File: src/rtl/multdiv_pkg.sv
// Shared types and constants for the multiply/divide sequencing front-end.
// Holds the controller state enum and the $rstatus exception codes.
package multdiv_pkg;

    typedef enum logic [1:0] {
        ST_IDLE  = 2'd0,
        ST_START = 2'd1,
        ST_BUSY  = 2'd2,
        ST_DONE  = 2'd3
    } md_state_e;

    localparam logic [4:0]  RSTATUS_REG        = 5'd30;
    localparam logic [31:0] RSTATUS_MULT_OVF   = 32'd4;
    localparam logic [31:0] RSTATUS_DIV_ZERO   = 32'd5;
    localparam logic [31:0] RSTATUS_MD_TIMEOUT = 32'd6;

    // Exception code depends only on which operation was in flight.
    function automatic logic [31:0] md_exc_code(input logic is_div);
        return is_div ? RSTATUS_DIV_ZERO : RSTATUS_MULT_OVF;
    endfunction

endpackage

File: src/rtl/md_watchdog.sv
// BUSY-cycle watchdog: counts while enabled, clears otherwise, and flags the
// final permitted cycle so the controller can leave BUSY on the next edge.
module md_watchdog #(
    parameter int unsigned TIMEOUT_CYCLES = 40
) (
    input  logic clk_i,
    input  logic srst_i,
    input  logic count_en_i,
    output logic expired_o
);

    localparam logic [5:0] LAST_CNT = 6'(TIMEOUT_CYCLES - 1);

    logic [5:0] cnt_q;
    logic [5:0] cnt_d;

    always_comb begin
        cnt_d = count_en_i ? cnt_q + 6'd1 : 6'd0;
    end

    always_ff @(posedge clk_i) begin
        if (srst_i) begin
            cnt_q <= 6'd0;
        end else begin
            cnt_q <= cnt_d;
        end
    end

    assign expired_o = count_en_i & (cnt_q == LAST_CNT);

endmodule

File: src/rtl/multdiv_ctrl.sv
// Sequencer between execute and multdiv: accept, one-cycle start pulse, stall
// until RDY, then valid/ready writeback. Optional watchdog under MULTDIV_TIMEOUT_EN.
module multdiv_ctrl
    import multdiv_pkg::*;
#(
    parameter int TIMEOUT_CYCLES = 40
) (
    input  logic        clock,
    input  logic        reset,
    input  logic        issue_valid,
    input  logic        issue_is_mult,
    input  logic        issue_is_div,
    input  logic [31:0] issue_opA,
    input  logic [31:0] issue_opB,
    input  logic [4:0]  issue_rd,
    input  logic        flush,
    output logic [31:0] md_operandA,
    output logic [31:0] md_operandB,
    output logic        md_ctrl_MULT,
    output logic        md_ctrl_DIV,
    input  logic [31:0] md_result,
    input  logic        md_exception,
    input  logic        md_resultRDY,
    output logic        stall,
    output logic        wb_valid,
    input  logic        wb_ready,
    output logic [4:0]  wb_rd,
    output logic [31:0] wb_data,
    output logic        busy
);

    md_state_e   state_q, state_d;
    logic        op_div_q, op_div_d;
    logic [4:0]  rd_q, rd_d;
    logic [31:0] opa_q, opa_d;
    logic [31:0] opb_q, opb_d;
    logic [4:0]  wb_rd_q, wb_rd_d;
    logic [31:0] wb_data_q, wb_data_d;
    logic        accept;
    logic        timeout_hit;

`ifdef MULTDIV_TIMEOUT_EN
    md_watchdog #(
        .TIMEOUT_CYCLES (TIMEOUT_CYCLES)
    ) u_watchdog (
        .clk_i      (clock),
        .srst_i     (reset),
        .count_en_i (state_q == ST_BUSY),
        .expired_o  (timeout_hit)
    );
`else
    // No watchdog: BUSY waits for RDY indefinitely.
    assign timeout_hit = (TIMEOUT_CYCLES < 0);
`endif

    assign accept = issue_valid & (issue_is_mult ^ issue_is_div) & ~flush;

    always_comb begin
        state_d   = state_q;
        op_div_d  = op_div_q;
        rd_d      = rd_q;
        opa_d     = opa_q;
        opb_d     = opb_q;
        wb_rd_d   = wb_rd_q;
        wb_data_d = wb_data_q;
        case (state_q)
            ST_IDLE: begin
                if (accept) begin
                    op_div_d = issue_is_div;
                    rd_d     = issue_rd;
                    opa_d    = issue_opA;
                    opb_d    = issue_opB;
                    state_d  = ST_START;
                end
            end
            ST_START: state_d = ST_BUSY;
            ST_BUSY: begin
                // RDY is only ever looked at here, so stale RDY elsewhere is harmless.
                if (md_resultRDY) begin
                    wb_rd_d   = md_exception ? RSTATUS_REG : rd_q;
                    wb_data_d = md_exception ? md_exc_code(op_div_q) : md_result;
                    state_d   = ST_DONE;
                end else if (timeout_hit) begin
                    wb_rd_d   = RSTATUS_REG;
                    wb_data_d = RSTATUS_MD_TIMEOUT;
                    state_d   = ST_DONE;
                end
            end
            ST_DONE: begin
                if (wb_ready) begin
                    state_d = ST_IDLE;
                end
            end
            default: state_d = ST_IDLE;
        endcase
        if (flush) begin
            state_d = ST_IDLE;
        end
    end

    always_ff @(posedge clock) begin
        if (reset) begin
            state_q   <= ST_IDLE;
            op_div_q  <= 1'b0;
            rd_q      <= 5'd0;
            opa_q     <= 32'd0;
            opb_q     <= 32'd0;
            wb_rd_q   <= 5'd0;
            wb_data_q <= 32'd0;
        end else begin
            state_q   <= state_d;
            op_div_q  <= op_div_d;
            rd_q      <= rd_d;
            opa_q     <= opa_d;
            opb_q     <= opb_d;
            wb_rd_q   <= wb_rd_d;
            wb_data_q <= wb_data_d;
        end
    end

    // Start pulse is withheld when the operation is being killed this cycle.
    assign md_ctrl_MULT = (state_q == ST_START) & ~op_div_q & ~flush & ~reset;
    assign md_ctrl_DIV  = (state_q == ST_START) &  op_div_q & ~flush & ~reset;

    assign stall = ((state_q == ST_IDLE) & accept)
                 | (state_q == ST_START)
                 | (state_q == ST_BUSY)
                 | ((state_q == ST_DONE) & ~wb_ready);

    assign md_operandA = opa_q;
    assign md_operandB = opb_q;
    assign wb_valid    = (state_q == ST_DONE);
    assign wb_rd       = wb_rd_q;
    assign wb_data     = wb_data_q;
    assign busy        = (state_q != ST_IDLE);

endmodule

File: config.mk
export PLATFORM = sky130hd
export DESIGN_NAME = multdiv_ctrl
export DESIGN_NICKNAME = d
export VERILOG_FILES = /design/src/rtl/multdiv_pkg.sv /design/src/rtl/md_watchdog.sv /design/src/rtl/multdiv_ctrl.sv
export SDC_FILE = /design/constraint.sdc
export NUM_CORES = 1
export LEC_CHECK = 0
export ABC_CLOCK_PERIOD_IN_PS = 3100
export BUFFER_PORTS_ARGS = -buffer_cell sky130_fd_sc_hd__buf_2
export CAP_MARGIN = 40
export CORE_ASPECT_RATIO = 1.4
export CORE_UTILIZATION = 33
export CTS_CLUSTER_DIAMETER = 30
export DETAILED_ROUTE_END_ITERATION = 16
export SLEW_MARGIN = 30
export SYNTH_ARGS = -nofsm -noshare
export SYNTH_HDL_FRONTEND = slang
export SYNTH_SLANG_ARGS = --single-unit
export TNS_END_PERCENT = 100
File: constraint.sdc
create_clock -name clock -period 3.1 [get_ports clock]
set_clock_uncertainty 0.1 [all_clocks]
set_input_delay 0.155 -clock clock [delete_from_list [all_inputs] [get_ports clock]]
set_output_delay 0.155 -clock clock [all_outputs]
set_load 0.005 [all_outputs]
## Word-level counts from Yosys, hierarchy flattened

Cells that the tools add are included.

- Bits in registers: 109
- Word-level logic and storage cells: 44

- Eq/ne operators: 6
- Multiplexer cells: 7
- Bitwise operators: 18
- Reductions and logical operators: 6

Operators with widths:

| kind | count |
|---|---|
| $mux W32 | 1 |
| $and A1 B1 Y1 | 10 |
| $pmux W2 S4 | 1 |
| $mux W2 | 3 |
| $mux W5 | 1 |
| $eq A2 B2 Y1 const B | 2 |
| $ne A2 B2 Y1 const B | 2 |
| $not A1 Y1 | 4 |
| $reduce_and A2 Y1 | 2 |
| $or A1 B1 Y1 | 3 |
| $reduce_and A3 Y1 | 1 |
| $eq A2 B1 Y1 const B | 1 |
| $logic_not A2 Y1 | 1 |
| $ne A2 B1 Y1 const B | 1 |
| $reduce_bool A2 Y1 | 1 |
| $reduce_or A2 Y1 | 1 |
| $mux W1 | 1 |
| $xor A1 B1 Y1 | 1 |

## Depth between registers and ports, before layout

- Depth after elaboration: 7
- Depth in mapped cells: 7
- Gate-level depth less buffers: 6

## Worst setup path before layout

Ideal clock, no wire load.

- Path type: reg-to-output
- Start point: register state_q[0]
- End point: output stall
- Data arrival time: 1386 ps
- Data required time: 2845 ps
- Path slack: 1459 ps
- Cell stages (with the launch flop): 6
- Cell sequence: dfxtp_1 inv_1 ha_1 and3_1 buf_6 or4_1

- Word-level cells in the longest chain between the ends: 5

RTL lines:

| item | line | RTL |
|---|---|---|
| start, declared | multdiv_ctrl.sv:32 | `md_state_e state_q, state_d;` |
| start signal, assigned | multdiv_ctrl.sv:111 | `state_q <= state_d;` |
| $logic_not A2 Y1 | multdiv_ctrl.sv:125 | `assign stall = ((state_q == ST_IDLE) & accept)` |
| $and A1 B1 Y1 | multdiv_ctrl.sv:125 |  |
| $or A1 B1 Y1 | multdiv_ctrl.sv:126 | `\| (state_q == ST_START)` |
| $or A1 B1 Y1 | multdiv_ctrl.sv:127 | `\| (state_q == ST_BUSY)` |
| $or A1 B1 Y1 * | multdiv_ctrl.sv:128 | `\| ((state_q == ST_DONE) & ~wb_ready);` |
| end, declared | multdiv_ctrl.sv:24 | `output logic stall,` |

Every way passes the cells marked *; elsewhere a longest branch is shown, timed or not.

## Worst setup path after layout

Ends and elaborated chain as after synthesis.

==> results.md <==
* Clock-pin slew on the worst setup and hold paths at 0.07 ns
* GRT met2 Usage at 0.3496
* Fin crit share at 0.8109
* Crit-path slowest cell: or4_1
* Die area at about 13000 sq um
* GRT Util Overall at 0.1961
* Fin. Hold Viols at 0
* R2R Setup Slk at 0.83 ns
* CP startpoint kind: flip-flop
* Initial DRT Pass Iterations at 4
* Outcome: finished clean
* Post-Syn Area per Cell at roughly 8.1 sq um
* WHS Path Cells at 3
* R2R cell count at 6
* FMAX at approximately 400 MHz
* Met1 GRT Util at 0.2228
* Pleak at 2.869 nW
* CP top delay family: simple AND/OR/NAND/NOR gates
* Clock sinks at 109
* Net Switching at ~700 uW
* Most frequent cells in the layout: buf_2, nand2_1, dfxtp_1
* Core occupancy in the finished layout at 0.5468
* Synth Register Bits at 109
* Total number of vias at roughly 4400
* Port bufs at 215
* Placed Instance Area at around 5200 sq um
* First-pass GRT wire length at 19670 um
* Starting Density at 0.3395
* Unrepaired setup endpoints after global routing: no
* Antenna viol nets, final at 0
* Worst r2r src: state_q[0]$_SDFFE_PP0P_
* Worst-path cell chain: inv_1 -> ha_1 -> and3_2 -> or4_1 -> buf_2
* ANT cells at 0
* CP Capture Type: primary output
* Routed length per instance at around 13 um
* Root Driver: clkbuf_16
* Fill cell count at ~1100
* Worst Tran Pin Value at 0.6995 ns
* Critical path class: flip-flop to primary output
* Number of global-route vias before repair at ~4200
* Internal power at approximately 2.3 mW
* Post-CTS Setup Inserts at 0
* Final min period at around 2.5 ns
* Max stage delay on crit path at between 0.5 and 0.6 ns
* Crit-path max FO at 39
* Final Net Count at around 900
* Final wirelength at around 13000 um
* Mapped Nets at between 600 and 700
* Buf/Inv on CP at 2
* Vias per cell at approximately 4.6
* Fin Hold WS at 0.02174 ns
* Row count at 47
* Seq/Total Area, Yosys at 0.5438
* CP arrival at 2.26 ns
* TNS Setup at 0 ns
* Top cell type's share of synthesized area at 0.5438
* Post-DP HPWL at 8198 um
* Cells after Synth at about 500
* Commonest non-fill, non-tap cell in the layout: buf_2
* HP Class: input port to flip-flop
* Pwr per Cell Area at ~460 nW/um^2
* Worst-Skew Late Latency at between 0.3 and 0.4 ns
* Core ar. at about 12000 sq um
* Switch share at 0.2307
* Initial antenna violation count at 0
* CP Data Required Time at about 2.8 ns
* Clock power frac at 0.396
* Peak VDD IR at about 0.3 mV
* Overall power at 2.965 mW
* Final instance area at ~6500 sq um
* Met3 GRT Util at 0.05172
* MaxCap Viol Count at 0
* P&R area growth vs syn at 61.09%
* Yosys top cell by area: dfxtp_1
* Total global routing overflow at 0
* Synth area leaders: dfxtp_1, nand2_1, a21oi_1
* Reg power frac at 0.490
* Final Max Slew Viols at 0
* Reg-to-Reg End: md_operandB[10]$_SDFFE_PP0P_
* DRC Markers at 0
* CTS tree: built
* Share of layout cells above drive strength 1 at 0.3031
* I/O pin total at around 220
* H-tree levels at 3
* Die height at 132.5 um
* Clock Path Buffers at 2
* Syn Std Cell Area at around 4000 sq um
* CTS Buf Count at 9
* Die X at roughly 95 um
* Warnings, synthesis at 0
* Relative slew slack at 0.5337
* Pin count of the biggest net entering global routing at 42
* DR iter-0 viols at roughly 120
* Yosys cell types at 22
* GR peak layer: met2
* Placer Congestion at around 0.73
* WHS Endpoint: wb_data[30]$_SDFFE_PP0P_
* Combinational Power Share at 0.114
* Hold_sp: md_result[30]
* Final setup fails at 0
metal layers:
metal	vias up	share of wire
li1	2203	-
met1	1967	0.42
met2	184	0.49
met3	14	0.074
met4	0	0.013
met5	-	0
cell usage after synthesis:
| cell type | n |
|---|---|
| buf_2 | 4 |
| and3_1 | 2 |
| nor3_1 | 11 |
| o21a_1 | 1 |
| clkbuf_1 | 26 |
| buf_6 | 1 |
| dfxtp_1 | 109 |
| or4_1 | 1 |
| nor2_1 | 8 |
| o31a_1 | 1 |
| nand3_1 | 1 |
| ha_1 | 4 |
| inv_1 | 3 |
| nand2_1 | 175 |
| mux2i_1 | 2 |
| xor2_1 | 1 |
| a211oi_1 | 1 |
| a21oi_1 | 102 |
| and2_1 | 1 |
| nand3b_1 | 31 |
| buf_4 | 7 |
| nor2b_1 | 3 |
worst max path at each step:
stage / startpoint / to / slack [ns] / depth (start not counted)
floorplan: state_q[0]$_SDFFE_PP0P_ / stall / 1.46 / 5
global placement: state_q[0]$_SDFFE_PP0P_ / md_operandA[19]$_SDFFE_PP0P_ / 0.89 / 6
detailed placement: state_q[0]$_SDFFE_PP0P_ / md_operandB[4]$_SDFFE_PP0P_ / 0.81 / 6
CTS: state_q[0]$_SDFFE_PP0P_ / stall / 0.55 / 5
global route: state_q[0]$_SDFFE_PP0P_ / stall / 0.45 / 5
finish: state_q[0]$_SDFFE_PP0P_ / stall / 0.59 / 5
worst register-to-register path, delay by kind of cell (launching register included):
family / cells / cell delay, ns
adders and majority gates: 1 / 0.27
buffers and inverters: 2 / 0.54
AOI/OAI and AO/OA: 1 / 0.14
DFF: 1 / 0.34
and+or+nand+nor: 2 / 0.82
what timing repair did:
| action | in CTS | in global routing |
|---|---|---|
| hold endpoints to repair | 99 | 0 |
| hold buffers | 99 | 0 |
| gates resized for setup | 0 | 0 |
stage by stage:
stage | cells | setup slack (ns)
finish | 942 | 0.5862
global route | 942 | 0.4469
CTS | 942 | 0.5510
detailed placement | 827 | 0.8078
global placement | 826 | 0.8943
floorplan | 495 | 1.459
cell type report:
type	count	area (sq um)	area share
inverter	3	11.26	0.001742
timing repair buffer	322	2133	0.3300
multi-input combinational	345	1644	0.2544
clock buffer	10	239.0	0.03697
sequential	109	2182	0.3376
clock inverter	6	70.07	0.01084
tap	147	183.9	0.02846
flip-flops by register name, summed over array words and instances, names as in the netlist:
name,count
wb_data,32
op_div_q,1
md_operandA,32
wb_rd,5
state_q,2
md_operandB,32
rd_q,5
cell families (layout without fill, tap and decap cells):
kind of cell	Yosys count	in the layout	synth area share
AND/OR/NAND/NOR	233	233	0.2554
flip-flops	109	109	0.5438
AO/OA/AOI/OAI	105	105	0.1331
buffers and inverters	41	341	0.04802
adder cells (fa/ha/maj)	4	4	0.01247
multiplexers	2	2	0.004989
XOR/XNOR	1	1	0.002183
power groups by stage:
stage          clock network, mW  registers, mW  logic (mW)
5_1_grt                     1.27           1.46       0.371
2_1_floorplan                  0           1.49       0.110
4_1_cts                     1.21           1.45       0.337
3_3_place_gp                   0           1.49       0.236
3_5_place_dp                   0           1.49       0.240
6_report                    1.17           1.45       0.338
Note: power is estimated with default switching activity, not from simulation.
